$ cat config.mk
export PLATFORM = sky130hd
export DESIGN_NAME = cmlk_gate_pulse_gen_flat
export DESIGN_NICKNAME = d
export VERILOG_FILES = /design/src/rtl/cmlk_gate_pulse_gen_if.sv /design/src/rtl/cmlk_gate_pulse_gen.sv /design/src/flat_wrapper.sv
export SDC_FILE = /design/constraint.sdc
export NUM_CORES = 1
export LEC_CHECK = 0
export ABC_AREA = 1
export CORE_MARGIN = 5
export CORE_UTILIZATION = 35
export DETAILED_ROUTE_END_ITERATION = 10
export DONT_BUFFER_PORTS = 1
export SLEW_MARGIN = 10
export SYNTH_ARGS = -nofsm -noshare
export SYNTH_HDL_FRONTEND = slang
export SYNTH_SLANG_ARGS = --single-unit
export TNS_END_PERCENT = 1
$ cat constraint.sdc
create_clock -name clk -period 5.89 [get_ports clk]
set_input_delay 0.589 -clock clk [delete_from_list [all_inputs] [get_ports clk]]
set_output_delay 0.589 -clock clk [all_outputs]
set_load 0.005 [all_outputs]
$ cat src/rtl/cmlk_gate_pulse_gen_if.sv
// cmlk_gate_pulse_gen_if: run control, timing parameters and pulse outputs of the gate pulse generator
interface cmlk_gate_pulse_gen_if #(
  parameter int CNT_W = 32,
  parameter int M_W = 8
);
  logic enable;
  logic param_update;
  logic [CNT_W-1:0] laser_period;
  logic [CNT_W-1:0] laser_width;
  logic [CNT_W-1:0] gate_delay_a;
  logic [CNT_W-1:0] gate_width_a;
  logic [CNT_W-1:0] gate_delay_b;
  logic [CNT_W-1:0] gate_width_b;
  logic [M_W-1:0] tim_cycles_m;
  logic [M_W-1:0] delay_step;
  logic laser_o;
  logic gate_a_o;
  logic gate_b_o;
  logic period_start_o;
  logic step_done_o;
  logic [CNT_W-1:0] delay_offset_o;
  logic busy_o;
  modport master (
    output enable, param_update, laser_period, laser_width, gate_delay_a, gate_width_a,
           gate_delay_b, gate_width_b, tim_cycles_m, delay_step,
    input laser_o, gate_a_o, gate_b_o, period_start_o, step_done_o, delay_offset_o, busy_o
  );
  modport slave (
    input enable, param_update, laser_period, laser_width, gate_delay_a, gate_width_a,
          gate_delay_b, gate_width_b, tim_cycles_m, delay_step,
    output laser_o, gate_a_o, gate_b_o, period_start_o, step_done_o, delay_offset_o, busy_o
  );
endinterface

$ cat src/rtl/cmlk_gate_pulse_gen.sv
// cmlk_gate_pulse_gen: laser trigger and swept range gates; define CMLK_GATE_B_SWEEP_EN to sweep gate B too
module cmlk_gate_pulse_gen #(
  parameter int CNT_W = 32,
  parameter int M_W = 8,
  parameter logic [CNT_W-1:0] SWEEP_MAX = 32'hFFFF_FFFF
) (
  input logic clk,
  input logic rst_n,
  cmlk_gate_pulse_gen_if.slave bus
);
  typedef enum logic [1:0] {IDLE, RUN, DRAIN} state_t;
  typedef struct packed {
    logic [CNT_W-1:0] period;
    logic [CNT_W-1:0] lw;
    logic [CNT_W-1:0] da;
    logic [CNT_W-1:0] wa;
    logic [CNT_W-1:0] db;
    logic [CNT_W-1:0] wb;
    logic [M_W-1:0] m;
    logic [M_W-1:0] step;
  } cfg_t;
  state_t state;
  cfg_t shadow, act, in_cfg, sh_n;
  logic pending, pend_n, step_flag, running, boundary, apply, sweep_hit;
  logic [CNT_W-1:0] cnt, offset, off_sat;
  logic [M_W-1:0] mloop;
  logic [CNT_W:0] da_sum, db_sum, a_end, b_end, off_sum, cnt_x;
  assign in_cfg = {bus.laser_period, bus.laser_width, bus.gate_delay_a, bus.gate_width_a,
                   bus.gate_delay_b, bus.gate_width_b, bus.tim_cycles_m, bus.delay_step};
  // an update arriving on a boundary cycle is applied on that same boundary
  assign sh_n = bus.param_update ? in_cfg : shadow;
  assign pend_n = bus.param_update | pending;
  assign running = state != IDLE;
  assign boundary = running && cnt == act.period;
  assign apply = pend_n && (!running || boundary);
  assign sweep_hit = mloop == act.m - M_W'(1);
  assign cnt_x = {1'b0, cnt};
  // gate windows use one extra bit so delay+offset+width never wraps back into range
  assign da_sum = {1'b0, act.da} + {1'b0, offset};
`ifdef CMLK_GATE_B_SWEEP_EN
  assign db_sum = {1'b0, act.db} + {1'b0, offset};
`else
  assign db_sum = {1'b0, act.db};
`endif
  assign a_end = da_sum + {1'b0, act.wa};
  assign b_end = db_sum + {1'b0, act.wb};
  assign off_sum = {1'b0, offset} + (CNT_W+1)'(act.step);
  assign off_sat = off_sum > {1'b0, SWEEP_MAX} ? SWEEP_MAX : off_sum[CNT_W-1:0];
  // run FSM, period counter, parameter hand-over, sweep and registered outputs
  always_ff @(posedge clk) begin
    if (!rst_n) begin
      state <= IDLE;
      cnt <= '0;
      offset <= '0;
      mloop <= '0;
      pending <= 1'b0;
      step_flag <= 1'b0;
      shadow <= '0;
      act <= '0;
      bus.laser_o <= 1'b0;
      bus.gate_a_o <= 1'b0;
      bus.gate_b_o <= 1'b0;
      bus.period_start_o <= 1'b0;
      bus.step_done_o <= 1'b0;
      bus.busy_o <= 1'b0;
    end else begin
      shadow <= sh_n;
      pending <= pend_n;
      state <= bus.enable ? RUN : (running && !boundary) ? DRAIN : IDLE;
      cnt <= (running && !boundary) ? cnt + CNT_W'(1) : '0;
      bus.busy_o <= bus.enable || (running && !boundary);
      bus.laser_o <= running && cnt < act.lw;
      bus.gate_a_o <= running && cnt_x >= da_sum && cnt_x < a_end;
      bus.gate_b_o <= running && cnt_x >= db_sum && cnt_x < b_end;
      bus.period_start_o <= running && cnt == '0;
      bus.step_done_o <= running && cnt == '0 && step_flag;
      if (!running || cnt == '0) step_flag <= 1'b0;
      if (apply) begin
        act <= sh_n;
        pending <= 1'b0;
        offset <= '0;
        mloop <= '0;
      end else if (boundary && bus.enable && act.m != '0) begin
        mloop <= sweep_hit ? '0 : mloop + M_W'(1);
        if (sweep_hit) begin
          offset <= off_sat;
          step_flag <= 1'b1;
        end
      end
    end
  end
  assign bus.delay_offset_o = offset;
endmodule

$ cat src/flat_wrapper.sv
// flat-port wrapper written by rule: the top's interface ports become plain ports
module cmlk_gate_pulse_gen_flat 
#(
  parameter int CNT_W = 32,
  parameter int M_W = 8,
  parameter logic [CNT_W-1:0] SWEEP_MAX = 32'hFFFF_FFFF
)
  (clk, rst_n, bus_enable, bus_param_update, bus_laser_period, bus_laser_width, bus_gate_delay_a, bus_gate_width_a, bus_gate_delay_b, bus_gate_width_b, bus_tim_cycles_m, bus_delay_step, bus_laser_o, bus_gate_a_o, bus_gate_b_o, bus_period_start_o, bus_step_done_o, bus_delay_offset_o, bus_busy_o);
  cmlk_gate_pulse_gen_if #(.CNT_W(CNT_W), .M_W(M_W)) bus_i ();
  input logic clk;
  input logic rst_n;
  input wire logic [$bits(bus_i.enable)-1:0] bus_enable;
  input wire logic [$bits(bus_i.param_update)-1:0] bus_param_update;
  input wire logic [$bits(bus_i.laser_period)-1:0] bus_laser_period;
  input wire logic [$bits(bus_i.laser_width)-1:0] bus_laser_width;
  input wire logic [$bits(bus_i.gate_delay_a)-1:0] bus_gate_delay_a;
  input wire logic [$bits(bus_i.gate_width_a)-1:0] bus_gate_width_a;
  input wire logic [$bits(bus_i.gate_delay_b)-1:0] bus_gate_delay_b;
  input wire logic [$bits(bus_i.gate_width_b)-1:0] bus_gate_width_b;
  input wire logic [$bits(bus_i.tim_cycles_m)-1:0] bus_tim_cycles_m;
  input wire logic [$bits(bus_i.delay_step)-1:0] bus_delay_step;
  output wire logic [$bits(bus_i.laser_o)-1:0] bus_laser_o;
  output wire logic [$bits(bus_i.gate_a_o)-1:0] bus_gate_a_o;
  output wire logic [$bits(bus_i.gate_b_o)-1:0] bus_gate_b_o;
  output wire logic [$bits(bus_i.period_start_o)-1:0] bus_period_start_o;
  output wire logic [$bits(bus_i.step_done_o)-1:0] bus_step_done_o;
  output wire logic [$bits(bus_i.delay_offset_o)-1:0] bus_delay_offset_o;
  output wire logic [$bits(bus_i.busy_o)-1:0] bus_busy_o;
  assign bus_i.enable = bus_enable;
  assign bus_i.param_update = bus_param_update;
  assign bus_i.laser_period = bus_laser_period;
  assign bus_i.laser_width = bus_laser_width;
  assign bus_i.gate_delay_a = bus_gate_delay_a;
  assign bus_i.gate_width_a = bus_gate_width_a;
  assign bus_i.gate_delay_b = bus_gate_delay_b;
  assign bus_i.gate_width_b = bus_gate_width_b;
  assign bus_i.tim_cycles_m = bus_tim_cycles_m;
  assign bus_i.delay_step = bus_delay_step;
  assign bus_laser_o = bus_i.laser_o;
  assign bus_gate_a_o = bus_i.gate_a_o;
  assign bus_gate_b_o = bus_i.gate_b_o;
  assign bus_period_start_o = bus_i.period_start_o;
  assign bus_step_done_o = bus_i.step_done_o;
  assign bus_delay_offset_o = bus_i.delay_offset_o;
  assign bus_busy_o = bus_i.busy_o;
  cmlk_gate_pulse_gen #(.CNT_W(CNT_W), .M_W(M_W), .SWEEP_MAX(SWEEP_MAX)) u_core (.clk(clk), .rst_n(rst_n), .bus(bus_i));
endmodule
Word-level counts from Yosys, hierarchy flattened:

Cells that the tools add are included.
W data, S select, Z words.

* output and inout bits: 38
* word-level logic and storage cells: 79
* memories: 0
* bits in registers: 498
* bits of input ports: 212
* RAM bits: 0
* bits in latches: 0
* ROM bits: 0

* bitwise operators: 2
* div/mod/pow operators: 0
* equal/unequal tests: 2
* reductions and logical operators: 24
* magnitude comparators: 6
* multiplexer cells: 9
* shifts and indexed selects: 0
* $add $sub $neg: 7
* $mul: 0

Operator list (count)
* $mux W208: 1
* $add A32 B32 Y33: 2
* $lt A32 B33 Y1: 2
* $add A32 B8 Y33: 1
* $add A33 B32 Y33: 1
* $ge A32 B33 Y1: 1
* $gt A33 B32 Y1 const B: 1
* $add A32 B1 Y32 const B: 1
* $eq A32 B32 Y1: 1
* $ge A32 B32 Y1: 1
* $logic_not A32 Y1: 1
* $lt A32 B32 Y1: 1
* $mux W32: 1
* $logic_and A1 B1 Y1: 12
* $add A8 B1 Y8 const B: 1
* $eq A8 B8 Y1: 1
* $mux W8: 1
* $reduce_bool A8 Y1: 1
* $sub A8 B1 Y8 const B: 1
* $mux W1: 5
* $reduce_and A2 Y1: 2
* $reduce_or A2 Y1: 2
* $logic_or A1 B1 Y1: 3
* $logic_not A1 Y1: 2
* other kinds (4): 4

Longest topological paths before layout:

Gate-level depths: netlist (run 1).

* depth in word-level cells: 7
* depth in mapped cells: 34
* depth with buffers taken out: 34

Worst setup path before layout (run 1):

OpenSTA, ideal clock, no wires.

* path type: register to register
* start point: reg u_core.offset[0] (netlist: u_core.bus.delay_offset_o[0])
* end point: reg u_core.bus.gate_a_o
* stages on the path, launching flop included: 29
* clock period less this slack: 4.287 ns
* data required time: 5.820 ns
* path slack: 1.603 ns
* arrival time: 4.218 ns
* setup time: 0.070 ns
* buffers on the path: 0
* cells stage by stage: dfxtp_1 > ha_1 > fa_1 > nand3_1 > nand2_1 > a21oi_1 > o21ai_0 > a21boi_0 > o21ai_0 > a21oi_1 > xnor2_1 > ha_1 > nand2_1 > nor2_1 > inv_1 > nor3_1 > nand2_1 > o21ai_0 > xnor2_1 > ha_1 > nand2_1 > nor2_1 > a211oi_1 > nand2_1 > nand2_1 > nand2_1 > nand2_1 > nand2_1 > a21oi_1

* cells in the longest elaborated chain, start to end: 4
* elaborated cells between the ends (all ways): 6
* those cells by class: add/sub (2); order compare (2); reduce/logical (2)

RTL lines
* start: declaration: line cmlk_gate_pulse_gen.sv:25 `logic [CNT_W-1:0] cnt, offset, off_sat;`
* start signal: assignment: line cmlk_gate_pulse_gen.sv:86 `offset <= off_sat;`
* $add A32 B32 Y33 (*): line cmlk_gate_pulse_gen.sv:39 `assign da_sum = {1'b0, act.da} + {1'b0, offset};`
* $add A33 B32 Y33 / $ge A32 B33 Y1 (equally long branches): line cmlk_gate_pulse_gen.sv:45, cmlk_gate_pulse_gen.sv:73
* $lt A32 B33 Y1 / $logic_and A1 B1 Y1 (equally long branches): line cmlk_gate_pulse_gen.sv:73 `bus.gate_a_o <= running && cnt_x >= da_sum && cnt_x < a_end;`
* $logic_and A1 B1 Y1 (*): line cmlk_gate_pulse_gen.sv:73
* end signal: assignment: line cmlk_gate_pulse_gen.sv:73
* end: declaration: line cmlk_gate_pulse_gen_if.sv:31 `output laser_o, gate_a_o, gate_b_o, period_start_o, step_done_o, delay_offset_o, busy_o`

Mark *: on every way between the ends. The rest lies on a longest branch, timed or not.
A chain may end at the register's enable or synchronous reset.

Final worst setup path (run 1):

Ends and elaborated chain as after synthesis.

==> results of run 1 <==
## placed cells by master, fill, tap and decap left out, drive strengths merged, types with 12 or more instances in the layout
| cell | count |
|---|---|
| ha | 265 |
| o21ai | 87 |
| nor2 | 323 |
| clkbuf | 69 |
| inv | 571 |
| a21o | 16 |
| nand4 | 62 |
| mux2i | 32 |
| clkinv | 12 |
| a31oi | 12 |
| a22oi | 96 |
| nand3 | 82 |
| xnor2 | 50 |
| o21bai | 22 |
| xor2 | 92 |
| o21a | 14 |
| nand2 | 1192 |
| buf | 25 |
| nor4 | 21 |
| nor3 | 75 |
| a21oi | 398 |
| dfxtp | 498 |
## worst max-delay path, delay by kind of cell, from the launching register on
family	cells	cell delay, ps
simple gates	13	1150
xor+xnor	2	350
fa+ha+maj	4	1310
flops	1	370
compound gates	9	1990
## layer usage
layer,vias to the layer above,global-route usage
met2,595,0.327
met5,-,0
met4,6,0.0685
li1,13200,-
met1,11700,0.259
met3,162,0.0362
## what timing repair did
action	in CTS	in global routing
endpoints found under the hold margin	1	0
resized for setup	0	1
endpoints found under the setup margin	0	1
hold buffers	1	0
buffers inserted	0	0
## metrics by stage
step | util | setup WS (ps) | hold WS [ps] | total power, mW
after CTS | 0.387 | 618 | 47.2 | 9.23
after floorplan | - | 1600 | 408 | 5.01
after global placement | 0.363 | 758 | 460 | 5.38
after detailed placement | 0.363 | 622 | 461 | 5.40
after global routing | 0.387 | 56.2 | 60.9 | 9.61
final | 0.388 | 668 | 91.4 | 9.13
## cell usage after synthesis (3+ instances only)
cell / number / area [um2]
sky130_fd_sc_hd__nand2_1: 1187 / 4460
sky130_fd_sc_hd__inv_1: 558 / 2090
sky130_fd_sc_hd__dfxtp_1: 498 / 9970
sky130_fd_sc_hd__a21oi_1: 397 / 1990
sky130_fd_sc_hd__nor2_1: 321 / 1200
sky130_fd_sc_hd__ha_1: 265 / 3320
sky130_fd_sc_hd__a22oi_1: 96 / 721
sky130_fd_sc_hd__xor2_1: 92 / 806
sky130_fd_sc_hd__o21ai_0: 85 / 425
sky130_fd_sc_hd__nand3_1: 82 / 410
sky130_fd_sc_hd__clkbuf_1: 70 / 263
sky130_fd_sc_hd__nor3_1: 69 / 345
sky130_fd_sc_hd__nand4_1: 61 / 382
sky130_fd_sc_hd__xnor2_1: 50 / 438
sky130_fd_sc_hd__mux2i_1: 32 / 320
sky130_fd_sc_hd__buf_2: 28 / 140
sky130_fd_sc_hd__buf_4: 22 / 165
sky130_fd_sc_hd__o21bai_1: 22 / 165
sky130_fd_sc_hd__nor4_1: 17 / 106
sky130_fd_sc_hd__a21o_1: 16 / 120
sky130_fd_sc_hd__o21a_1: 14 / 105
sky130_fd_sc_hd__a31oi_1: 12 / 75.1
sky130_fd_sc_hd__buf_1: 12 / 45.0
sky130_fd_sc_hd__buf_6: 11 / 124
sky130_fd_sc_hd__nor3b_1: 11 / 82.6
sky130_fd_sc_hd__inv_2: 8 / 30.0
sky130_fd_sc_hd__o211ai_1: 8 / 60.1
sky130_fd_sc_hd__a221oi_1: 7 / 61.3
sky130_fd_sc_hd__nor3_2: 6 / 60.1
sky130_fd_sc_hd__a211oi_1: 5 / 37.5
sky130_fd_sc_hd__nand3b_1: 5 / 37.5
sky130_fd_sc_hd__a21boi_0: 4 / 30.0
sky130_fd_sc_hd__fa_1: 4 / 80.1
sky130_fd_sc_hd__nor4_2: 4 / 50.1
sky130_fd_sc_hd__nand2_2: 3 / 18.8
sky130_fd_sc_hd__o2111ai_1: 3 / 26.3
sky130_fd_sc_hd__o221ai_1: 3 / 26.3
## registers in the layout (all words and copies together), names as in the netlist
name and cells:
u_core.bus.period_start_o 1, u_core.mloop 8, u_core.state 2, u_core.bus.laser_o 1
u_core.bus.delay_offset_o 32, u_core.step_flag 1, u_core.cnt 32, u_core.bus.gate_b_o 1
u_core.shadow 208, u_core.bus.busy_o 1, u_core.pending 1, u_core.act 208
u_core.bus.gate_a_o 1, u_core.bus.step_done_o 1
## power groups by stage
stage	clock, mW	sequential, mW	combinational, mW
global route	4.03	3.77	1.81
global placement	0	3.82	1.57
detailed placement	0	3.82	1.58
finish	3.79	3.75	1.59
floorplan	0	3.76	1.24
CTS	3.89	3.75	1.59
## path summary, 6_finish.rpt
path	start	endpoint	slack [ps]	depth (start not counted)
hold / removal	bus_enable	u_core.state[0]	90	2
setup reg to reg	u_core.bus.delay_offset_o[0]	u_core.bus.gate_a_o	670	28
hold reg to reg	u_core.step_flag	u_core.bus.step_done_o	460	2
setup / recovery	u_core.bus.delay_offset_o[0]	u_core.bus.gate_a_o	670	28
## logic make-up (layout without fill, tap and decap cells)
group                    after synthesis  in the layout  synth area share
AO/OA/AOI/OAI                        683            683             0.135
XOR/XNOR                             142            142            0.0429
AND/OR/NAND/NOR                     1776           1776             0.250
adder cells (fa/ha/maj)              269            269             0.117
multiplexers                          32             32            0.0111
flip-flops                           498            498             0.344
other                                  0              1                 0
buffers and inverters                710            697            0.0991
## layout make-up
type,instances,area share
Multi-Input combinational cell,2902,0.508
Clock buffer,69,0.0478
Timing Repair Buffer,26,0.00621
Sequential cell,498,0.313
Inverter,567,0.0672
Clock inverter,35,0.0152
Antenna cell,1,0.0000786
Tap cell,1070,0.0421
==> tab_implementation.tex, run 1 <==
\begin{tabular}{lr}
\hline
Metric & Value \\
\hline
\multicolumn{2}{l}{\textbf{Run status}} \\
Result of the run & complete, no violations \\
\multicolumn{2}{l}{\textbf{Clock tree}} \\
Maximum level of the CTS H-tree & 2 \\
Clock root buffer & sky130\_fd\_sc\_hd\_\_clkbuf\_16 \\
TritonCTS Sinks & 498 \\
Number of clock buffers inserted by TritonCTS & 57 \\
Worst-path clk slew & 60 ps \\
Clk Latency, worst-skew pair & 630 ps \\
CTS tree & done \\
Bufs on Longest Clock Path & 3 \\
\multicolumn{2}{l}{\textbf{Finish}} \\
Synthesis-to-finish area growth & 9.86\% \\
Count of filler cells inserted in the layout & 8627 \\
Proportion of layout cells with a drive suffix above 1 & 0.0376 \\
Area occupied by multi-input gates & 0.0162 mm2 \\
Net count, final & 4533 \\
Final standard cell area without fillers & 0.0318 mm2 \\
Footprint of the flip-flops and latches & 0.00997 mm2 \\
Count of non-filler cells in the finished layout & 5168 \\
\multicolumn{2}{l}{\textbf{Placed design}} \\
Port-buffer cells & 0 \\
Post-DP Area & 0.0298 mm2 \\
Count of placed standard cells including taps & 5062 \\
HPWL after detailed placement & 67200 um \\
GPL Wtd Cong & 0.929 \\
\multicolumn{2}{l}{\textbf{Drt}} \\
Wirelength per Cell & 17.6 um \\
DR vias/cell & 4.97 \\
Number of DRC markers after the initial detailed-route iteration & 1675 \\
Amount of wire on met2 after detailed routing & 41400 um \\
Met1 wire length & 41300 um \\
Highest metal used & met5 \\
Drt first pass iters & 5 \\
Final wirelength & 91200 um \\
Antenna Violating Nets Remaining & 0 \\
Vias & 25700 \\
Met3 WL & 5020 um \\
Number of DRC violations after detailed routing & 0 \\
\multicolumn{2}{l}{\textbf{Setup path}} \\
Startpoint type of the worst setup path & register \\
Most frequent cell on the critical path & sky130\_fd\_sc\_hd\_\_nand2\_1 \\
Setup crit end kind & register \\
Signal arrival time at the worst endpoint & 5790 ps \\
Slowest cell on crit path & sky130\_fd\_sc\_hd\_\_fa\_1 \\
Startpoint-to-endpoint class of the critical path & register to register \\
Highest cell delay on the worst timing path & 410 ps \\
Worst-path fanout max & 4 \\
Required time at the worst-slack endpoint & 6450 ps \\
\multicolumn{2}{l}{\textbf{Power and ir drop}} \\
Cell leakage power & 16.0 nW \\
Net switching power of the design & 2.70 mW \\
Peak supply drop & 0.250 mV \\
Sequential share of power & 0.410 \\
Clock network fraction of total power & 0.416 \\
Power per unit of standard cell area & 287 mW/mm2 \\
Internal power component & 6.43 mW \\
Logic gate share of total power & 0.174 \\
Net Sw Frac & 0.296 \\
\multicolumn{2}{l}{\textbf{Global routing}} \\
Via count of the first global-routing pass & 24500 \\
First-pass GRT wire length & 140000 um \\
Total global-route track usage & 0.197 \\
Initial antenna violation count & 5 \\
Congestion Overflow GR & 0 \\
Maximum number of pins on one net before global-route repair & 210 \\
\multicolumn{2}{l}{\textbf{Yosys}} \\
Mapped Area & 0.0290 mm2 \\
Post-Synthesis Cells & 4110 \\
Asr flop ratio synth & 0 \\
Sequential cell area fraction in the yosys report & 0.344 \\
Warnings from Yosys & 0 \\
Synth unique cells & 54 \\
Syn nets & 4591 \\
Leading register cell type out of synthesis & sky130\_fd\_sc\_hd\_\_dfxtp\_1 \\
Flip-flop and latch count after synthesis & 498 \\
Mean Syn Cell Area & 7.05 um2 \\
Number of flops mapped to enable cells by yosys & 0 \\
\multicolumn{2}{l}{\textbf{Timing}} \\
Fmax & 0.192 GHz \\
RSZ-0062 raised after global routing & no \\
Max-slew violation count & 0 \\
Rel. slew slack & 0.312 \\
Part of the cycle the worst path needs & 0.887 \\
Number of setup violations in the final report & 0 \\
Skew final & 50.6 ps \\
Transition at the pin with the smallest max-transition slack & 1030 ps \\
Summed negative setup slack over all endpoints & 0 ps \\
Min Tclk post-route & 5220 ps \\
Number of failing hold endpoints at the final stage & 0 \\
\multicolumn{2}{l}{\textbf{Floorplan}} \\
Vert. Die Dim & 298 um \\
Core outline area & 0.0821 mm2 \\
Top-Level Pins & 250 \\
Die extent in x & 298 um \\
Effective utilization at floorplan & 0.353 \\
Die Footprint & 0.0886 mm2 \\
\# rows & 105 \\
\multicolumn{2}{l}{\textbf{Run}} \\
Number of max-capacitance violations reported & 0 \\
\multicolumn{2}{l}{\textbf{Hold path}} \\
Hold crit path type & primary input to register \\
\hline
\end{tabular}
(Power assumes the default switching activity.)
==> inputs of run 2 (changes only) <==
ABC_AREA = unset   (was 1)
==> run 2 against run 1 <==
  * Wire length fell by 15%
  * Final cell count fell by 24%
  * Via count shrank 21%
  * Sequential power rose by 1%
  * Combinational power down 6%
  * Critical endpoint unchanged
==> tab_implementation.tex, run 2 <==
\begin{tabular}{lr}
\hline
Metric & Value \\
\hline
\multicolumn{2}{l}{\textbf{Floorplan}} \\
Core outline area & 0.0759 mm2 \\
Vert. Die Dim & 287 um \\
Die Footprint & 0.0822 mm2 \\
Top-Level Pins & 250 \\
Die extent in x & 287 um \\
\# rows & 101 \\
Effective utilization at floorplan & 0.353 \\
\multicolumn{2}{l}{\textbf{Finish}} \\
Largest registers & u\_core.act: 208 flops, u\_core.shadow: 208 flops \\
Most frequent standard cell in the layout excluding fill and tap cells & sky130\_fd\_sc\_hd\_\_dfxtp\_1 \\
Proportion of layout cells with a drive suffix above 1 & 0.0986 \\
Net count, final & 3315 \\
Count of non-filler cells in the finished layout & 3914 \\
Synthesis-to-finish area growth & 14.4\% \\
Most used cells in the layout excluding fill and tap cells & sky130\_fd\_sc\_hd\_\_dfxtp\_1, sky130\_fd\_sc\_hd\_\_ha\_1, sky130\_fd\_sc\_hd\_\_nor2b\_1 \\
End-of-flow core utilization & 0.404 \\
\multicolumn{2}{l}{\textbf{Setup path}} \\
Setup crit end kind & register \\
Required time at the worst-slack endpoint & 6420 ps \\
Family of cells with the greatest summed delay on the critical path & compound AO/OA/AOI/OAI gates \\
Signal arrival time at the worst endpoint & 6340 ps \\
Slowest cell on crit path & sky130\_fd\_sc\_hd\_\_fa\_2 \\
Startpoint-to-endpoint class of the critical path & register to register \\
Start point of the critical path & u\_core.act[112] \\
Worst-path fanout max & 4 \\
Startpoint type of the worst setup path & register \\
Beginning of the worst register-to-register path & u\_core.act[112] \\
Highest cell delay on the worst timing path & 390 ps \\
Number of buffers and inverters on the critical path & 1 \\
\multicolumn{2}{l}{\textbf{Global routing}} \\
Congestion Overflow GR & 0 \\
Initial antenna violation count & 10 \\
First-pass GRT wire length & 118000 um \\
Total global-route track usage & 0.183 \\
Via count of the first global-routing pass & 19600 \\
Maximum number of pins on one net before global-route repair & 214 \\
\multicolumn{2}{l}{\textbf{Drt}} \\
Number of DRC markers after the initial detailed-route iteration & 1030 \\
Number of DRC violations after detailed routing & 0 \\
Wirelength per Cell & 19.9 um \\
Drt first pass iters & 5 \\
Antenna Violating Nets Remaining & 0 \\
Vias & 20200 \\
Final wirelength & 77800 um \\
DR vias/cell & 5.17 \\
\multicolumn{2}{l}{\textbf{Yosys}} \\
Number of flops mapped to enable cells by yosys & 0 \\
Leading area contributor after synthesis & sky130\_fd\_sc\_hd\_\_dfxtp\_1 \\
Asr flop ratio synth & 0 \\
Mapped Area & 0.0268 mm2 \\
Flip-flop and latch count after synthesis & 498 \\
Synth unique cells & 80 \\
Post-Synthesis Cells & 2783 \\
Leading register cell type out of synthesis & sky130\_fd\_sc\_hd\_\_dfxtp\_1 \\
Top-area cell type share of the netlist area & 0.372 \\
Warnings from Yosys & 0 \\
Top post-synthesis cells by area & sky130\_fd\_sc\_hd\_\_dfxtp\_1, sky130\_fd\_sc\_hd\_\_ha\_1, sky130\_fd\_sc\_hd\_\_mux2i\_1 \\
Sequential cell area fraction in the yosys report & 0.372 \\
Most frequent cells after synthesis & sky130\_fd\_sc\_hd\_\_dfxtp\_1, sky130\_fd\_sc\_hd\_\_ha\_1, sky130\_fd\_sc\_hd\_\_nor2b\_1, sky130\_fd\_sc\_hd\_\_mux2i\_1, sky130\_fd\_sc\_hd\_\_o22a\_1 \\
Most frequent cell after synthesis & sky130\_fd\_sc\_hd\_\_dfxtp\_1 \\
Syn nets & 3264 \\
Mean Syn Cell Area & 9.63 um2 \\
\multicolumn{2}{l}{\textbf{Power and ir drop}} \\
Peak supply drop & 0.203 mV \\
Power per unit of standard cell area & 293 mW/mm2 \\
Cell leakage power & 14.3 nW \\
Total Power Consumption & 8.98 mW \\
\multicolumn{2}{l}{\textbf{Clock tree}} \\
Worst-path clk slew & 70 ps \\
Clock root buffer & sky130\_fd\_sc\_hd\_\_clkbuf\_16 \\
Clk Latency, worst-skew pair & 630 ps \\
Number of clock buffers inserted by TritonCTS & 56 \\
CTS tree & done \\
Maximum level of the CTS H-tree & 2 \\
Bufs on Longest Clock Path & 3 \\
TritonCTS Sinks & 498 \\
\multicolumn{2}{l}{\textbf{Timing}} \\
Skew final & 39.4 ps \\
Rel. slew slack & 0.239 \\
Fmax & 0.172 GHz \\
Summed negative setup slack over all endpoints & 0 ps \\
Number of failing hold endpoints at the final stage & 0 \\
Number of setup violations in the final report & 0 \\
RSZ-0062 raised after global routing & yes \\
Part of the cycle the worst path needs & 0.986 \\
Max-slew violation count & 0 \\
Final critical-path setup slack & 83.7 ps \\
Transition at the pin with the smallest max-transition slack & 1130 ps \\
Min Tclk post-route & 5810 ps \\
\multicolumn{2}{l}{\textbf{Placed design}} \\
Port-buffer cells & 0 \\
HPWL after detailed placement & 57100 um \\
Count of placed standard cells including taps & 3798 \\
Post-Place Setup Slack & -420 ps \\
GPL Wtd Cong & 0.850 \\
\multicolumn{2}{l}{\textbf{Hold path}} \\
Hold crit path type & primary input to register \\
Start point of the worst min-delay path & bus\_enable \\
\multicolumn{2}{l}{\textbf{Run status}} \\
Result of the run & complete, no violations \\
\multicolumn{2}{l}{\textbf{Run}} \\
Number of max-capacitance violations reported & 0 \\
\hline
\end{tabular}
==> run 2: worst register-to-register path: cells and delay by family, from the launching register on <==
kind	cells	cell delay, ps
compound gates	16	3070
fa+ha+maj	4	1120
simple gates	6	730
flops	1	310
xor+xnor	1	230
buf+inv	1	160
mux	1	110
==> run 2: metrics by stage <==
stage / instance area, um2 / hold slack, ps
6_report: 30600 / 81.9
5_1_grt: 30600 / 83.2
4_1_cts: 30500 / 41.2
3_5_place_dp: 28400 / 452
3_3_place_gp: 28400 / 447
2_1_floorplan: 26800 / 431
==> run 2: repair_timing <==
item / in CTS / in global routing
resized for setup: 18 / 17
cloned: 0 / 0
endpoints found under the hold margin: 1 / 0
endpoints found under the setup margin: 1 / 1
buffers inserted: 3 / 4
pin swaps: 14 / 16
hold buffers: 1 / 0
==> run 2: logic make-up (layout without fill, tap and decap cells) <==
logic type,after synthesis,after routing,share of synthesized area
and+or+nand+nor,705,705,0.146
AOI/OAI and AO/OA,668,668,0.181
DFF,498,498,0.372
adders and majority gates,269,269,0.127
buffers and inverters,260,357,0.0386
muxes,212,212,0.0792
xor gates and xnor gates,171,171,0.0559
other,0,4,0
==> run 2: worst paths after layout <==
| path | slack [ps] | to | cells after the start |
|---|---|---|---|
| hold / removal | 80 | u_core.state[0] | 2 |
| setup reg to reg | 80 | u_core.bus.gate_a_o | 29 |
| setup / recovery | 80 | u_core.bus.gate_a_o | 29 |
| hold reg to reg | 460 | u_core.step_flag | 2 |
==> run 2: metal layers <==
| metal | vias to the layer above | share of wire | global-route usage |
|---|---|---|---|
| met5 | - | 0.00072 | 0 |
| met4 | 12 | 0.029 | 0.0555 |
| met3 | 126 | 0.060 | 0.0422 |
| met2 | 411 | 0.44 | 0.292 |
| met1 | 9481 | 0.47 | 0.245 |
| li1 | 10200 | - | - |
==> run 2: cell type report <==
| cell class | instances | area (um2) |
|---|---|---|
| Tap cell | 1030 | 1290 |
| Sequential cell | 498 | 9970 |
| Fill cell | 7472 | 45300 |
| Timing Repair Buffer | 125 | 941 |
| Antenna cell | 4 | 10.0 |
| Inverter | 128 | 480 |
| Clock inverter | 26 | 343 |
| Multi-Input combinational cell | 2025 | 16000 |
| Clock buffer | 78 | 1640 |
==> run 2: where the power goes <==
part	total [mW]	internal [mW]	switching, mW
sequential	3.79	3.62	0.175
combinational	1.49	0.711	0.782
clock	3.70	2.21	1.49
total	8.98	6.54	2.44
==> inputs of run 3 (changes only) <==
CORE_ASPECT_RATIO = 0.75   (was unset)
MAX_ROUTING_LAYER = met4   (was unset)
==> run 3 against run 2 <==
  * Power shrank 0.39%
  * Count of clock-buffer cells in the layout shrank 2
  * Register-to-register slack lost 40 ps
  * Critical endpoint unchanged
  * Via count grew 1.4%
  * Largest cell class unchanged
  * Fmax shrank 0.71%
==> tab_implementation.tex, run 3 (synthesis results as in run 2) <==
\begin{tabular}{lr}
\hline
Metric & Value \\
\hline
\multicolumn{2}{l}{\textbf{Finish}} \\
End-of-flow core utilization & 0.408 \\
Proportion of layout cells with a drive suffix above 1 & 0.107 \\
Net count, final & 3320 \\
Count of filler cells inserted in the layout & 7589 \\
Most used cells in the layout excluding fill and tap cells & sky130\_fd\_sc\_hd\_\_dfxtp\_1, sky130\_fd\_sc\_hd\_\_ha\_1, sky130\_fd\_sc\_hd\_\_nor2b\_1 \\
Largest registers & u\_core.act: 208 flops, u\_core.shadow: 208 flops \\
Most frequent standard cell in the layout excluding fill and tap cells & sky130\_fd\_sc\_hd\_\_dfxtp\_1 \\
Count of non-filler cells in the finished layout & 3917 \\
Final standard cell area without fillers & 0.0308 mm2 \\
Synthesis-to-finish area growth & 15.0\% \\
\multicolumn{2}{l}{\textbf{Drt}} \\
DR vias/cell & 5.24 \\
Final wirelength & 80000 um \\
Antenna Violating Nets Remaining & 0 \\
Number of DRC violations after detailed routing & 0 \\
Wirelength per Cell & 20.4 um \\
Vias & 20500 \\
Drt first pass iters & 5 \\
Number of DRC markers after the initial detailed-route iteration & 1418 \\
\multicolumn{2}{l}{\textbf{Floorplan}} \\
Top-Level Pins & 250 \\
Effective utilization at floorplan & 0.355 \\
\# rows & 87 \\
Die extent in x & 330 um \\
Vert. Die Dim & 250 um \\
Core outline area & 0.0755 mm2 \\
Die Footprint & 0.0823 mm2 \\
\multicolumn{2}{l}{\textbf{Setup path}} \\
Signal arrival time at the worst endpoint & 6370 ps \\
Start point of the critical path & u\_core.act[112] \\
Highest cell delay on the worst timing path & 370 ps \\
Startpoint type of the worst setup path & register \\
Most frequent cell on the critical path & sky130\_fd\_sc\_hd\_\_buf\_4 \\
Required time at the worst-slack endpoint & 6420 ps \\
Beginning of the worst register-to-register path & u\_core.act[112] \\
Slowest cell on crit path & sky130\_fd\_sc\_hd\_\_fa\_2 \\
Startpoint-to-endpoint class of the critical path & register to register \\
Worst-path fanout max & 4 \\
Setup crit end kind & register \\
\multicolumn{2}{l}{\textbf{Global routing}} \\
Total global-route track usage & 0.194 \\
First-pass GRT wire length & 121000 um \\
Initial antenna violation count & 13 \\
Congestion Overflow GR & 0 \\
Via count of the first global-routing pass & 19600 \\
Maximum number of pins on one net before global-route repair & 214 \\
\multicolumn{2}{l}{\textbf{Timing}} \\
Min Tclk post-route & 5850 ps \\
Max-slew violation count & 0 \\
Number of failing hold endpoints at the final stage & 0 \\
Number of setup violations in the final report & 0 \\
Part of the cycle the worst path needs & 0.993 \\
Rel. slew slack & 0.341 \\
RSZ-0062 raised after global routing & yes \\
Transition at the pin with the smallest max-transition slack & 979 ps \\
Skew final & 32.7 ps \\
Fmax & 0.171 GHz \\
\multicolumn{2}{l}{\textbf{Clock tree}} \\
Bufs on Longest Clock Path & 3 \\
Number of clock buffers inserted by TritonCTS & 52 \\
Clock root buffer & sky130\_fd\_sc\_hd\_\_clkbuf\_16 \\
Clk Latency, worst-skew pair & 620 ps \\
Maximum level of the CTS H-tree & 2 \\
TritonCTS Sinks & 498 \\
CTS tree & done \\
Worst-path clk slew & 60 ps \\
\multicolumn{2}{l}{\textbf{Placed design}} \\
Count of placed standard cells including taps & 3797 \\
GPL Wtd Cong & 0.926 \\
HPWL after detailed placement & 59000 um \\
Port-buffer cells & 0 \\
Post-DP Area & 0.0285 mm2 \\
\multicolumn{2}{l}{\textbf{Hold path}} \\
Start point of the worst min-delay path & bus\_enable \\
Hold crit path type & primary input to register \\
\multicolumn{2}{l}{\textbf{Power and ir drop}} \\
Power per unit of standard cell area & 290 mW/mm2 \\
Peak supply drop & 0.232 mV \\
Cell leakage power & 14.3 nW \\
\multicolumn{2}{l}{\textbf{Run}} \\
Number of max-capacitance violations reported & 0 \\
\multicolumn{2}{l}{\textbf{Run status}} \\
Result of the run & complete, no violations \\
\hline
\end{tabular}
[run 3: changes by cell type in the layout (fill, tap and decap cells not counted), sizes merged]
cell	delta
clkinv	-6
bufinv	+2
buf	+9
diode	+8
clkbuf	-2
inv	-2
clkinvlp	+1
[run 3: final cells by class]
cell class	count	area, um2	share of cell area
tap	1023	1280	0.0415
clock inverter	21	368	0.0119
antenna	12	30.0	0.000975
sequential	498	9970	0.324
multi-input combinational	2025	16100	0.523
inverter	128	480	0.0156
timing repair buffer	134	1020	0.0333
clock buffer	76	1540	0.0501
[run 3: through the flow]
stage	power [mW]	worst slack (ps)	hold WS (ps)	setup TNS [ps]
after floorplan	4.96	124	431	0
after global placement	5.32	-199	445	-199
after detailed placement	5.34	-342	446	-342
after CTS	9.02	17.3	39.2	0
after global routing	9.40	-335	80.9	-335
final	8.95	42.1	90.0	0
[run 3: per-layer routing]
layer,global-route usage,vias up,routed length (um)
li1,-,10200,-
met2,0.267,557,31600
met3,0.0495,97,6010
met1,0.286,9633,41000
met4,0.0357,0,1360
met5,-,-,0
[run 3: report_power, final]
part / switching, mW / internal, mW
combinational: 0.797 / 0.718
sequential: 0.176 / 3.62
clock: 1.46 / 2.18
total: 2.43 / 6.52
[run 3: timing repair]
| action | in CTS | in global routing |
|---|---|---|
| resized for setup | 21 | 47 |
| setup endpoints to repair | 1 | 1 |
| hold buffers | 1 | 0 |
| buffers inserted | 5 | 5 |
| hold endpoints to repair | 1 | 0 |
| pin swaps | 13 | 34 |
[run 3: path summary, 6_finish.rpt]
path,cells past startpoint,slack (ps),end
min reg2reg,2,470,u_core.step_flag
min,2,90,u_core.state[0]
max,32,40,u_core.bus.gate_a_o
max reg2reg,32,40,u_core.bus.gate_a_o
[run 3: critical path, delay by kind of cell (launching register included)]
kind                       cells  cell delay, ps
AOI/OAI and AO/OA             17            2990
xor gates and xnor gates       1             290
adders and majority gates      4            1030
buffers and inverters          6             690
DFF                            1             340
and+or+nand+nor                4             420
